### src/rtl/tick_gen_bank.sv
// Bank of NCH runtime-programmable tick (clock-enable) generators with optional cascading.
// Optional one-shot mode is built when TICK_GEN_ONESHOT_EN is defined.
module tick_gen_bank #(
    parameter int          NCH         = 4,
    parameter int          CW          = 27,
    parameter int unsigned DEFAULT_DIV = 50000000
) (
    input  logic                                    clk,
    input  logic                                    reset,
    input  logic                                    ce_in,
    input  logic [NCH-1:0]                          run,
    input  logic [NCH-1:0]                          cascade,
    input  logic                                    wr_en,
    input  logic [((NCH > 1) ? $clog2(NCH) : 1)-1:0] wr_ch,
    input  logic [CW-1:0]                           wr_div,
`ifdef TICK_GEN_ONESHOT_EN
    input  logic [NCH-1:0]                          oneshot,
    input  logic [NCH-1:0]                          arm,
`endif
    output logic [NCH-1:0]                          tick,
    output logic [NCH*CW-1:0]                       count
);

    // Channel 0 always counts ce_in, so its cascade bit has no function.
    logic unused_cascade0;
    assign unused_cascade0 = cascade[0];

    for (genvar i = 0; i < NCH; i++) begin : g_ch
        logic [CW-1:0] cnt;
        logic [CW-1:0] div_q;
        logic          src;
        logic          eff_run;
        logic          at_top;
        logic          t;
        logic          wr_hit;

        if (i == 0) begin : g_src
            assign src = ce_in;
        end else begin : g_src
            // Ripples combinationally from the previous channel's tick.
            assign src = cascade[i] ? g_ch[i-1].t : ce_in;
        end

`ifdef TICK_GEN_ONESHOT_EN
        logic armed;
        assign eff_run = run[i] && (!oneshot[i] || armed);

        always_ff @(posedge clk) begin
            if (reset)
                armed <= 1'b0;
            else if (arm[i])
                armed <= 1'b1;
            else if (t && oneshot[i])
                armed <= 1'b0;
        end
`else
        assign eff_run = run[i];
`endif

        // div_q is never 0, so div_q-1 cannot underflow.
        assign at_top = (cnt == div_q - CW'(1));
        assign t      = !reset && eff_run && src && at_top;
        assign wr_hit = wr_en && (32'(wr_ch) == i);

        always_ff @(posedge clk) begin
            if (reset) begin
                cnt   <= '0;
                div_q <= CW'(DEFAULT_DIV);
            end else begin
                if (wr_hit)
                    div_q <= (wr_div == '0) ? CW'(1) : wr_div;

                if (wr_hit)
                    cnt <= '0;
`ifdef TICK_GEN_ONESHOT_EN
                else if (arm[i])
                    cnt <= '0;
`endif
                else if (t)
                    cnt <= '0;
                else if (eff_run && src)
                    cnt <= cnt + CW'(1);
            end
        end

        assign tick[i]             = t;
        assign count[i*CW +: CW]   = cnt;
    end

endmodule
### config.mk
export PLATFORM = sky130hd
export DESIGN_NAME = tick_gen_bank
export DESIGN_NICKNAME = d
export VERILOG_FILES = /design/src/rtl/tick_gen_bank.sv
export SDC_FILE = /design/constraint.sdc
export NUM_CORES = 1
export LEC_CHECK = 0
export CAP_MARGIN = 15
export CORE_MARGIN = 2
export CORE_UTILIZATION = 59
export CTS_CLUSTER_SIZE = 12
export DETAILED_ROUTE_END_ITERATION = 8
export DONT_BUFFER_PORTS = 1
export GPL_ROUTABILITY_DRIVEN = 1
export MAX_ROUTING_LAYER = met4
export PLACE_DENSITY = 0.83
export SYNTH_ARGS = -nofsm -noshare
export SYNTH_HDL_FRONTEND = slang
export SYNTH_SLANG_ARGS = --single-unit
### constraint.sdc
create_clock -name clk -period 4 [get_ports clk]
set_input_delay 0.8 -clock clk [delete_from_list [all_inputs] [get_ports clk]]
set_output_delay 0.8 -clock clk [all_outputs]
set_load 0.01 [all_outputs]
== Word level (Yosys, flattened, before mapping) ==
Cells that the tools add are included.

* Flip-flop bits (word level): 216
* Latch bits: 0
* Memory bits (writable): 0
* Bits in read-only memories: 0
* Input bits: 41
* Output and inout bits: 112
* Logic and storage cells: 54
* Memories kept: 0

* Add/sub/neg operators: 8
* Multiply operators: 0
* Div/mod/pow operators: 0
* Magnitude comparators: 0
* Equal/unequal tests: 7
* Shifts and indexed selects: 0
* Multiplexer cells: 4
* Bitwise operators: 0
* Reductions and logical operators: 27

{| class="wikitable"
|+ Operators with widths
! kind !! number
|-
| $add 27x1->27 const B || 4
|-
| $eq 27x27->1 || 4
|-
| $sub 27x1->27 const B || 4
|-
| $logic_not 27->1 || 1
|-
| $mux 27 || 1
|-
| $logic_and 1x1->1 || 20
|-
| $reduce_or 3->1 || 4
|-
| $eq 2x2->1 const B || 2
|-
| $mux 1 || 3
|-
| $eq 2x1->1 const B || 1
|-
| $logic_not 2->1 || 1
|-
| $logic_not 1->1 || 1
|}

== Longest topological paths before layout ==
Gate-level depths: netlist (run 1).

* Depth in word-level cells: 14
* Depth in mapped cells: 15
* Mapped depth without buffers: 12

== Least setup slack after synthesis (run 1) ==
OpenSTA, ideal clock, no wires.

* Path kind: reg2out
* From: register g_ch[1].div_q[0]
* To: output tick[3]
* Data arrival time: 3.473 ns
* Data required time: 3.200 ns
* Path slack: -0.273 ns
* Stages on the path, launching flop included: 14
* Buffers on the path: 2
* Cells stage by stage: dfxtp_1 > inv_1 > ha_1 > or4b_4 > or3_4 > or4b_1 > a22oi_1 > o2111ai_1 > a2111oi_2 > o21a_1 > o2111ai_1 > clkbuf_1 > a21oi_1 > buf_4

* Cells in the longest elaborated chain, start to end: 9

{| class="wikitable"
|+ RTL lines
! element !! RTL line !! source
|-
| start, declared || 30 || <nowiki>logic [CW-1:0] div_q;</nowiki>
|-
| start signal, assigned || 68 || <nowiki>div_q <= CW'(DEFAULT_DIV);</nowiki>
|-
| start signal, assigned || 71 || <nowiki>div_q <= (wr_div == '0) ? CW'(1) : wr_div;</nowiki>
|-
| $sub 27x1->27 || 61 || <nowiki>assign at_top = (cnt == div_q - CW'(1));</nowiki>
|-
| $eq 27x27->1 || 61 ||
|-
| $logic_and 1x1->1 || 62 || <nowiki>assign t = !reset && eff_run && src && at_top;</nowiki>
|-
| $mux 1 || 41 || <nowiki>assign src = cascade[i] ? g_ch[i-1].t : ce_in;</nowiki>
|-
| $logic_and 1x1->1 (2 in series) || 62 ||
|-
| $mux 1 || 41 ||
|-
| $logic_and 1x1->1 (2 in series) || 62 ||
|-
| end, declared || 20 || <nowiki>output logic [NCH-1:0] tick,</nowiki>
|}

No other way between the ends.

== Final worst setup path (run 1) ==
Ends and elaborated chain as after synthesis.

==> metrics, run 1 <==
Via density 6.51; worst-path cell chain inv_2, ha_4, or4b_4, or3_4, or4b_4, a22oi_2, o2111ai_2, a2111oi_4, buf_4, o21a_4, o2111ai_4, a21oi_2, buf_4; CTS Buf Count 24; hpwl dp roughly 30,000 um; sequential fraction of the synthesis area 32.5%; Yosys cell types 85; Post-Syn Area per Cell 7.95 um^2; RSZ-0062 raised after global routing true; Worst path depth 13; Cell Pwr Density about 330 nW/um^2; Crit path largest cell delay ~0.54 ns; CP Buf/Inv Count 3; Top-Level Pins roughly 150; synthesized instance count 1,673; reg2reg start g_ch[1].div_q[0]$_SDFFE_PP0P_; Hold Path Class input port to register; hold buffers post-CTS 0; Synth top area share around a third; biggest area consumer among synthesized cells dfxtp_1; clock skew roughly 0.015 ns; worst-margin pin slew 1.34 ns; CTS Root Cell clkbuf_16; Pre-antenna DRT Iters 5; Rows 54; crit path max fanout 3; vias in the first global route ~12,000; DRC violations left 0; status finished with violations; CTS Sinks about 220; maxcap violations 0; Worst slew margin a little over a tenth; Reg2Reg Depth 12; chip height 154 um; CP max stage cell or4b_4; failing checks setup timing; Worst setup endpoint tick[3]; type of origin of the critical path register; Crit path max-delay family simple AND/OR/NAND/NOR gates; min-delay src reset; largest net degree at the start of global routing 68; Highest Signal Layer met4; Data arrival, critical path just under 4 ns; Max Buffers Root-to-Sink 3; Met2 Wirelength 19,000 um; die area about 24,000 um^2; final setup vio count 16; Metal-1 WL approximately 16,000 um; Clock Pin Slew Worst Setup and Hold Paths approximately 0.060 ns; # port buffers 0; leakage between 5 and 6 nW; Post-Syn Area 13,300 um^2; final worst setup slack -0.679 ns; vias 13,200; Die Width roughly 150 um; Total Routed Length roughly 41,000 um; post-route ant nets 0; Slew Limit Fails 0; Synth async-reset ratio 0%; met3 wire len between 4000 and 5000 um; Starting Density 60.5%; peak supply drop 0.000306 V; Post-Place Cells roughly 2,000; Setup CP Type register to output port; worst path required time 3.20 ns; # nets final 1,786; GP Congestion ~0.96; Mapped Nets about 1,700; worst-skew pair later-pin latency ~0.53 ns; commonest register cell after synthesis dfxtp_1; capturing point of the worst reg2reg path g_ch[3].cnt[14]$_SDFFE_PP0P_; final core utilization a little over two thirds; EDFF count, synth 0; Syn-to-layout area delta 15.2%; Syn. warnings 0; total gr overflow 0; share of layout cells above drive strength 1 ~15%; crit path time final roughly 4.7 ns; Tcrit/Tclk final 117%; H-tree levels 1; gr usage total roughly 34%; first-pass GRT wire length 64,100 um; core footprint ~22,000 um^2; crit end category output port; top post-synthesis cells by area dfxtp_1, xnor2_1, nand2_1; initial antenna violation count 0; most frequent cell after synthesis dfxtp_1; r2r setup slk -0.11 ns; FF+latch count, synth between 200 and 250; Starting DRT DRC Count 1,209; TritonCTS clock tree done; Synth top cells by count dfxtp_1, nand2_1, nor2_1, xnor2_1, clkbuf_1; Fin. Hold Viols 0; DR WL/cell between 20 and 25 um; Fmax achieved ~210 MHz; Inserted Diodes 0; post-route insts no fill 2,033; Critical Path Source g_ch[1].div_q[0]$_SDFFE_PP0P_
## registers in the layout, indices dropped and copies added, names as in the netlist
signal,flops
g_ch.div_q,108
g_ch.cnt,108
## metrics by stage
step	area, um^2	TNS (ns)	power, W	hold slack (ns)	setup WS (ns)
3_5_place_dp	14300	-2.54	0.00278	0.479	-0.312
5_1_grt	15300	-3.86	0.00511	0.334	-0.745
3_3_place_gp	14300	-1.65	0.00277	0.465	-0.284
6_report	15300	-2.47	0.00498	0.332	-0.679
4_1_cts	15200	-3.25	0.00496	0.342	-0.687
2_1_floorplan	13300	-0.222	0.00264	0.448	-0.222
## final cells by class
| type | count | area [um^2] |
|---|---|---|
| clock buffers | 36 | 727 |
| clock inverters | 6 | 55.1 |
| fillers | 1657 | 6650 |
| inverters | 34 | 128 |
| multi-input cells | 1316 | 8600 |
| flip-flops and latches | 216 | 4330 |
| well taps | 280 | 350 |
| repair buffers | 145 | 1120 |
## logic make-up after synthesis
| group | share of synthesized area [%] |
|---|---|
| compound gates | 15.4 |
| fa+ha+maj | 0.828 |
| mux | 1.96 |
| simple gates | 31.5 |
| flops | 32.5 |
| buf+inv | 4.39 |
| xor+xnor | 13.4 |
## where the power goes
group,internal [W],leakage [nW],switching (W)
sequential,0.00220,1.75,0.0000516
combinational,0.000221,3.14,0.000296
clock,0.00131,0.391,0.000901
## worst min-delay path by stage
stage / endpoint / cells after the start
finish: g_ch[0].div_q[1]$_SDFFE_PP0P_ / 1
global route: g_ch[0].div_q[6]$_SDFFE_PP0P_ / 1
CTS: g_ch[0].div_q[1]$_SDFFE_PP0P_ / 1
detailed placement: g_ch[0].div_q[5]$_SDFFE_PP0P_ / 2
global placement: g_ch[2].div_q[26]$_SDFFE_PP0P_ / 2
floorplan: g_ch[0].div_q[26]$_SDFFE_PP0P_ / 2
## cells in the final DEF (no fill, tap or decap), drive strengths merged, types with 15 or more instances in the layout
cell and count:
dfxtp 216, nand2 181, nor2 156, buf 145
xnor2 133, a21oi 84, nand3 76, xor2 70
nor3 64, nor4 58, nand4 57, o21ai 37
clkbuf 36, or3 34, inv 33, nand3b 32
mux2i 26, o22a 24, a22o 23, a211oi 21
or4 21, and3 18, and4 15
## timing repair
action                     4_1_cts  5_1_grt
cloned                           0        2
setup buffers                    4        2
pin swaps                        5        3
gates resized for setup         20       19
setup endpoints to repair       25       56
## layer usage
layer / vias up / GRT usage, %
li1: 6217 / -
met1: 6221 / 39.8
met2: 656 / 55.9
met3: 135 / 8.65
met4: 0 / 11.6
met5: - / -
No activity file was read; power rests on OpenSTA's default activity.
==> run 2, diff against run 1 <==
Settings changed: REMOVE_ABC_BUFFERS set to 1.
==> run 2 against run 1 <==
- the flow still finishes with violations (setup timing)
- power shrank 1.5%
- design area is 1.6% higher
- critical path depth fell by 1
==> metrics, run 2 (same netlist as run 1, synthesis figures left out) <==
met2 usage a little under three fifths; vias in the first global route about 13,000; Flop pwr share a little under half; # nets final 1,805; RSZ-0062 raised after global routing true; TritonCTS clock tree done; GP Congestion just under 1; type of origin of the critical path register; Slew Limit Fails 0; status finished with violations; sw frac around a quarter; # port buffers 0; final worst setup slack -0.610 ns; clock skew between 0.02 and 0.025 ns; Starting DRT DRC Count 1,142; crit path time final between 4 and 5 ns; Syn-to-layout area delta 17.0%; post-route insts no fill between 2,000 and 2,500; Die Width around 150 um; Rows 54; Pre-antenna DRT Iters 8; failing checks setup timing; total gr overflow 0; CTS Root Cell clkbuf_16; Inserted Diodes 0; Clock Pin Slew Worst Setup and Hold Paths around 0.060 ns; most common cell after layout, fill and taps aside dfxtp_1; share of layout cells above drive strength 1 16.6%; chip height roughly 150 um; final setup vio count 11; Internal between 0.003 and 0.004 W; hold buffers post-CTS 0; pre-CTS WS -0.194 ns; Top-Level Pins between 150 and 200; die area approximately 24,000 um^2; Cell Pwr Density 315 nW/um^2; gr usage total around a third; Fin. Hold Viols 0; CTS Sinks roughly 220; Data arrival, critical path 3.81 ns; biggest regs g_ch.cnt x108, g_ch.div_q x108; DR WL/cell around 21 um; final core utilization around 71%; core footprint about 22,000 um^2; r2r setup slk -0.06 ns; fillcell total about 1,800; maxcap violations 0; first-pass GRT wire length roughly 66,000 um; met3 GRT Util a little under a tenth; worst-margin pin slew 0.912 ns; hpwl dp roughly 30,000 um; initial antenna violation count 0; Total Routed Length 42,300 um; Fmax achieved 217 MHz; clock power share a little over two fifths; Max Buffers Root-to-Sink 3; multi-input logic area ~8700 um^2; Tcrit/Tclk final 115%; largest net degree at the start of global routing slightly below 70; commonest non-fill, non-tap cells in the layout dfxtp_1, nand2_1, buf_4, nor2_1, xnor2_1; vias between 10,000 and 15,000; peak supply drop 0.000317 V; Hold Path Class input port to register; Post-Place Cells 1,992; crit path max fanout 3; H-tree levels 1; Worst slew margin between 30% and 40%; Power Total 0.00490 W; worst-skew pair later-pin latency 0.55 ns; CTS Buf Count 24; Logic pwr share ~11%; crit end category output port; DRC violations left 0; leakage about 5.4 nW; Psw around 0.0013 W; Setup CP Type register to output port; Via density 6.54; met1 usage around two fifths; Starting Density 60.5%; worst path required time around 3.2 ns; Register Area 4330 um^2; post-route ant nets 0; gr busiest metal met2
[run 2: layer usage]
| metal | routed length, um | share of wire [%] | vias to the layer above |
|---|---|---|---|
| li1 | - | - | 6230 |
| met1 | 16300 | 39 | 6343 |
| met2 | 19700 | 47 | 659 |
| met3 | 4250 | 10 | 178 |
| met4 | 2080 | 4.9 | 0 |
| met5 | 0 | 0 | - |
[run 2: power groups by stage]
stage	sequential [W]	clock [W]	combinational [W]
2_1_floorplan	0.00229	0	0.000315
3_3_place_gp	0.00229	0	0.000479
3_5_place_dp	0.00229	0	0.000493
4_1_cts	0.00225	0.00211	0.000515
5_1_grt	0.00225	0.00220	0.000587
6_report	0.00225	0.00211	0.000543
[run 2: critical path, stage by stage, from the launching register on]
cell and delay, ns:
dfxtp_2 0.32, inv_2 0.08, ha_4 0.13, or4b_4 0.46, or3_4 0.37, or4b_4 0.55
a22oi_2 0.15, o2111ai_2 0.15, a2111oi_4 0.29, o21a_2 0.31, o2111ai_4 0.15, a21oi_2 0.16
buf_4 0.15
[run 2: worst paths after layout]
kind	start	endpoint	cells after the start
setup / recovery	g_ch[1].div_q[0]$_SDFFE_PP0P_	tick[3]	12
hold / removal	reset	g_ch[0].div_q[6]$_SDFFE_PP0P_	1
hold reg to reg	g_ch[0].div_q[26]$_SDFFE_PP0P_	g_ch[0].div_q[26]$_SDFFE_PP0P_	2
setup reg to reg	g_ch[1].div_q[0]$_SDFFE_PP0P_	g_ch[3].cnt[10]$_SDFFE_PP0P_	13
[run 2: layout make-up]
class / instances / area share (%)
clock buffers: 33 / 4.40
inverters: 34 / 0.821
repair buffers: 165 / 8.24
multi-input cells: 1315 / 56.1
well taps: 280 / 2.25
clock inverters: 6 / 0.306
flip-flops and latches: 216 / 27.8
[run 2: what timing repair did]
item / 4_1_cts / 5_1_grt
pin swaps: 14 / 23
cloned: 1 / 0
buffers inserted: 10 / 9
setup endpoints to repair: 19 / 50
gates resized for setup: 37 / 36
[run 2: per-stage QoR]
stage          cell area (um^2)  setup TNS, ns  hold WS (ns)
2_1_floorplan             12800         -39.64         0.442
3_3_place_gp              14300          -1.04         0.451
3_5_place_dp              14300          -1.95         0.457
4_1_cts                   15300          -1.42         0.321
5_1_grt                   15500          -4.10         0.324
6_report                  15500          -1.84         0.333
==> run 3, diff against run 2 <==
Settings changed: CELL_PAD_IN_SITES_DETAIL_PLACEMENT set to 1, CELL_PAD_IN_SITES_GLOBAL_PLACEMENT set to 1, CORE_UTILIZATION 59 to 43, PLACE_DENSITY 0.83 to 0.81.
==> run 3 against run 2 <==
- the flow still finishes with violations (setup timing)
- sequential power hardly changed
- register-to-register slack worse by 0.35 ns
- global-route usage is 4.2 points lower
- fmax is 1.9% lower
- sequential share of layout area is 1.2 points lower
- utilization is 18 points lower
- clock skew is 0.012 ns lower
- critical path depth is 2 higher
- routed wire length is 22% higher
- combinational power is 7.0% higher
- power is 8.0% higher
- cell count is 6.9% higher
==> metrics, run 3 (same netlist as run 1, synthesis figures left out) <==
type of origin of the critical path register; Hold Path Class input port to register; pre-CTS WS -0.285 ns; Syn-to-layout area delta 22.2%; # port buffers 0; post-route ant nets 0; commonest non-fill, non-tap cells in the layout dfxtp_1, nand2_1, buf_4, nor2_1, xnor2_1; crit path max fanout 3; hpwl dp 36,400 um; Top-Level Pins between 150 and 200; TritonCTS clock tree done; most common cell after layout, fill and taps aside dfxtp_1; Total Routed Length just over 50,000 um; Fin. Hold Viols 0; failing checks setup timing; first-pass GRT wire length approximately 80,000 um; CTS Root Cell clkbuf_16; total gr overflow 0; Cell Pwr Density roughly 330 nW/um^2; crit end category output port; clock skew around 0.011 ns; vias around 14,000; crit path time final about 4.7 ns; final core utilization a little over half; vias in the first global route 14,400; Slew Limit Fails 0; die area 32,300 um^2; biggest regs g_ch.cnt x108, g_ch.div_q x108; final setup vio count 25; Worst slew margin a little over a third; maxcap violations 0; CTS Buf Count 26; core footprint 30,500 um^2; Pre-antenna DRT Iters 8; GP Congestion between 0.9 and 1; Data arrival, critical path between 3 and 4 ns; CTS Sinks between 200 and 250; share of layout cells above drive strength 1 19.6%; Fmax achieved 213 MHz; final worst setup slack -0.698 ns; DR WL/cell ~24 um; worst-margin pin slew between 0.9 and 1 ns; H-tree levels 1; gr usage total a little under a third; worst-skew pair later-pin latency 0.54 ns; Die Width about 180 um; largest net degree at the start of global routing 68; Via density approximately 6.3; initial antenna violation count 2; Rows 64; DRC violations left 0; leakage 5.64 nW; worst path required time between 3 and 4 ns; Setup TNS -6.89 ns; Starting Density between 40% and 50%; fillcell total between 3,000 and 4,000; Max Buffers Root-to-Sink 3; hold buffers post-CTS 0; peak supply drop between 0.0003 and 0.0004 V; # nets final around 1,800; Tcrit/Tclk final 117%; Clock Pin Slew Worst Setup and Hold Paths 0.06 ns; Register Area 4330 um^2; multi-input logic area approximately 9000 um^2; chip height roughly 180 um; Starting DRT DRC Count slightly above 900; RSZ-0062 raised after global routing true; Setup CP Type register to output port; status finished with violations
## run 3: cell types whose count changed in the layout (fill, tap and decap cells not counted), moves of 5 or more
cell | before | now
a21oi_1 | 76 | 69
a21oi_2 | 7 | 14
buf_4 | 156 | 167
nor4_1 | 49 | 41
o21ai_1 | 10 | 5
## run 3: cell type report
cell class	count	area share, %
Multi-Input combinational cell	1316	55.2
Sequential cell	216	26.7
Timing Repair Buffer	181	8.85
Clock buffer	38	4.84
Tap cell	396	3.05
Inverter	34	0.786
Clock inverter	8	0.585
Antenna cell	2	0.0308
## run 3: power by group
| group | internal (W) | switching, W | leakage, nW |
|---|---|---|---|
| Clock | 0.00148 | 0.000981 | 0.432 |
| Sequential | 0.00220 | 0.0000525 | 1.75 |
| Combinational | 0.000245 | 0.000337 | 3.45 |
| Total | 0.00392 | 0.00137 | 5.64 |
## run 3: worst max-delay path: stages, from the launching register on
cell,delay (ns)
dfxtp_2,0.33
inv_2,0.07
ha_4,0.13
or4b_4,0.47
or3_4,0.37
or3_4,0.42
buf_6,0.13
a21oi_2,0.12
nand4_1,0.12
a2111oi_2,0.34
buf_4,0.20
o21a_4,0.18
o2111ai_4,0.16
a21oi_2,0.17
buf_4,0.13
## run 3: metrics by stage
stage          instances  power (W)  hold slack [ns]  area [um^2]
2_1_floorplan       1564    0.00261            0.442        12800
3_3_place_gp        2122    0.00279            0.452        14600
3_5_place_dp        2122    0.00282            0.458        14600
4_1_cts             2179    0.00529            0.309        15800
5_1_grt             2191    0.00546            0.301        16200
6_report            2191    0.00529            0.319        16200
## run 3: what timing repair did
action | CTS | global route
resized for setup | 58 | 65
pin swaps | 35 | 29
cloned | 2 | 0
buffers inserted | 10 | 11
endpoints found under the setup margin | 25 | 39
## run 3: worst paths after layout
path	slack, ns	end	cells after the start	start
setup / recovery	-0.70	tick[3]	14	g_ch[1].div_q[0]$_SDFFE_PP0P_
hold / removal	0.32	g_ch[0].div_q[11]$_SDFFE_PP0P_	1	reset
hold reg to reg	0.47	g_ch[0].div_q[26]$_SDFFE_PP0P_	2	g_ch[0].div_q[26]$_SDFFE_PP0P_
setup reg to reg	-0.41	g_ch[3].cnt[14]$_SDFFE_PP0P_	16	g_ch[1].div_q[0]$_SDFFE_PP0P_
## run 3: metal layers
layer | vias up | GRT usage, % | share of wire [%]
li1 | 6277 | - | -
met1 | 6909 | 36.2 | 40
met2 | 482 | 51.6 | 49
met3 | 125 | 6.30 | 7.0
met4 | 0 | 11.5 | 3.7
met5 | - | - | 0
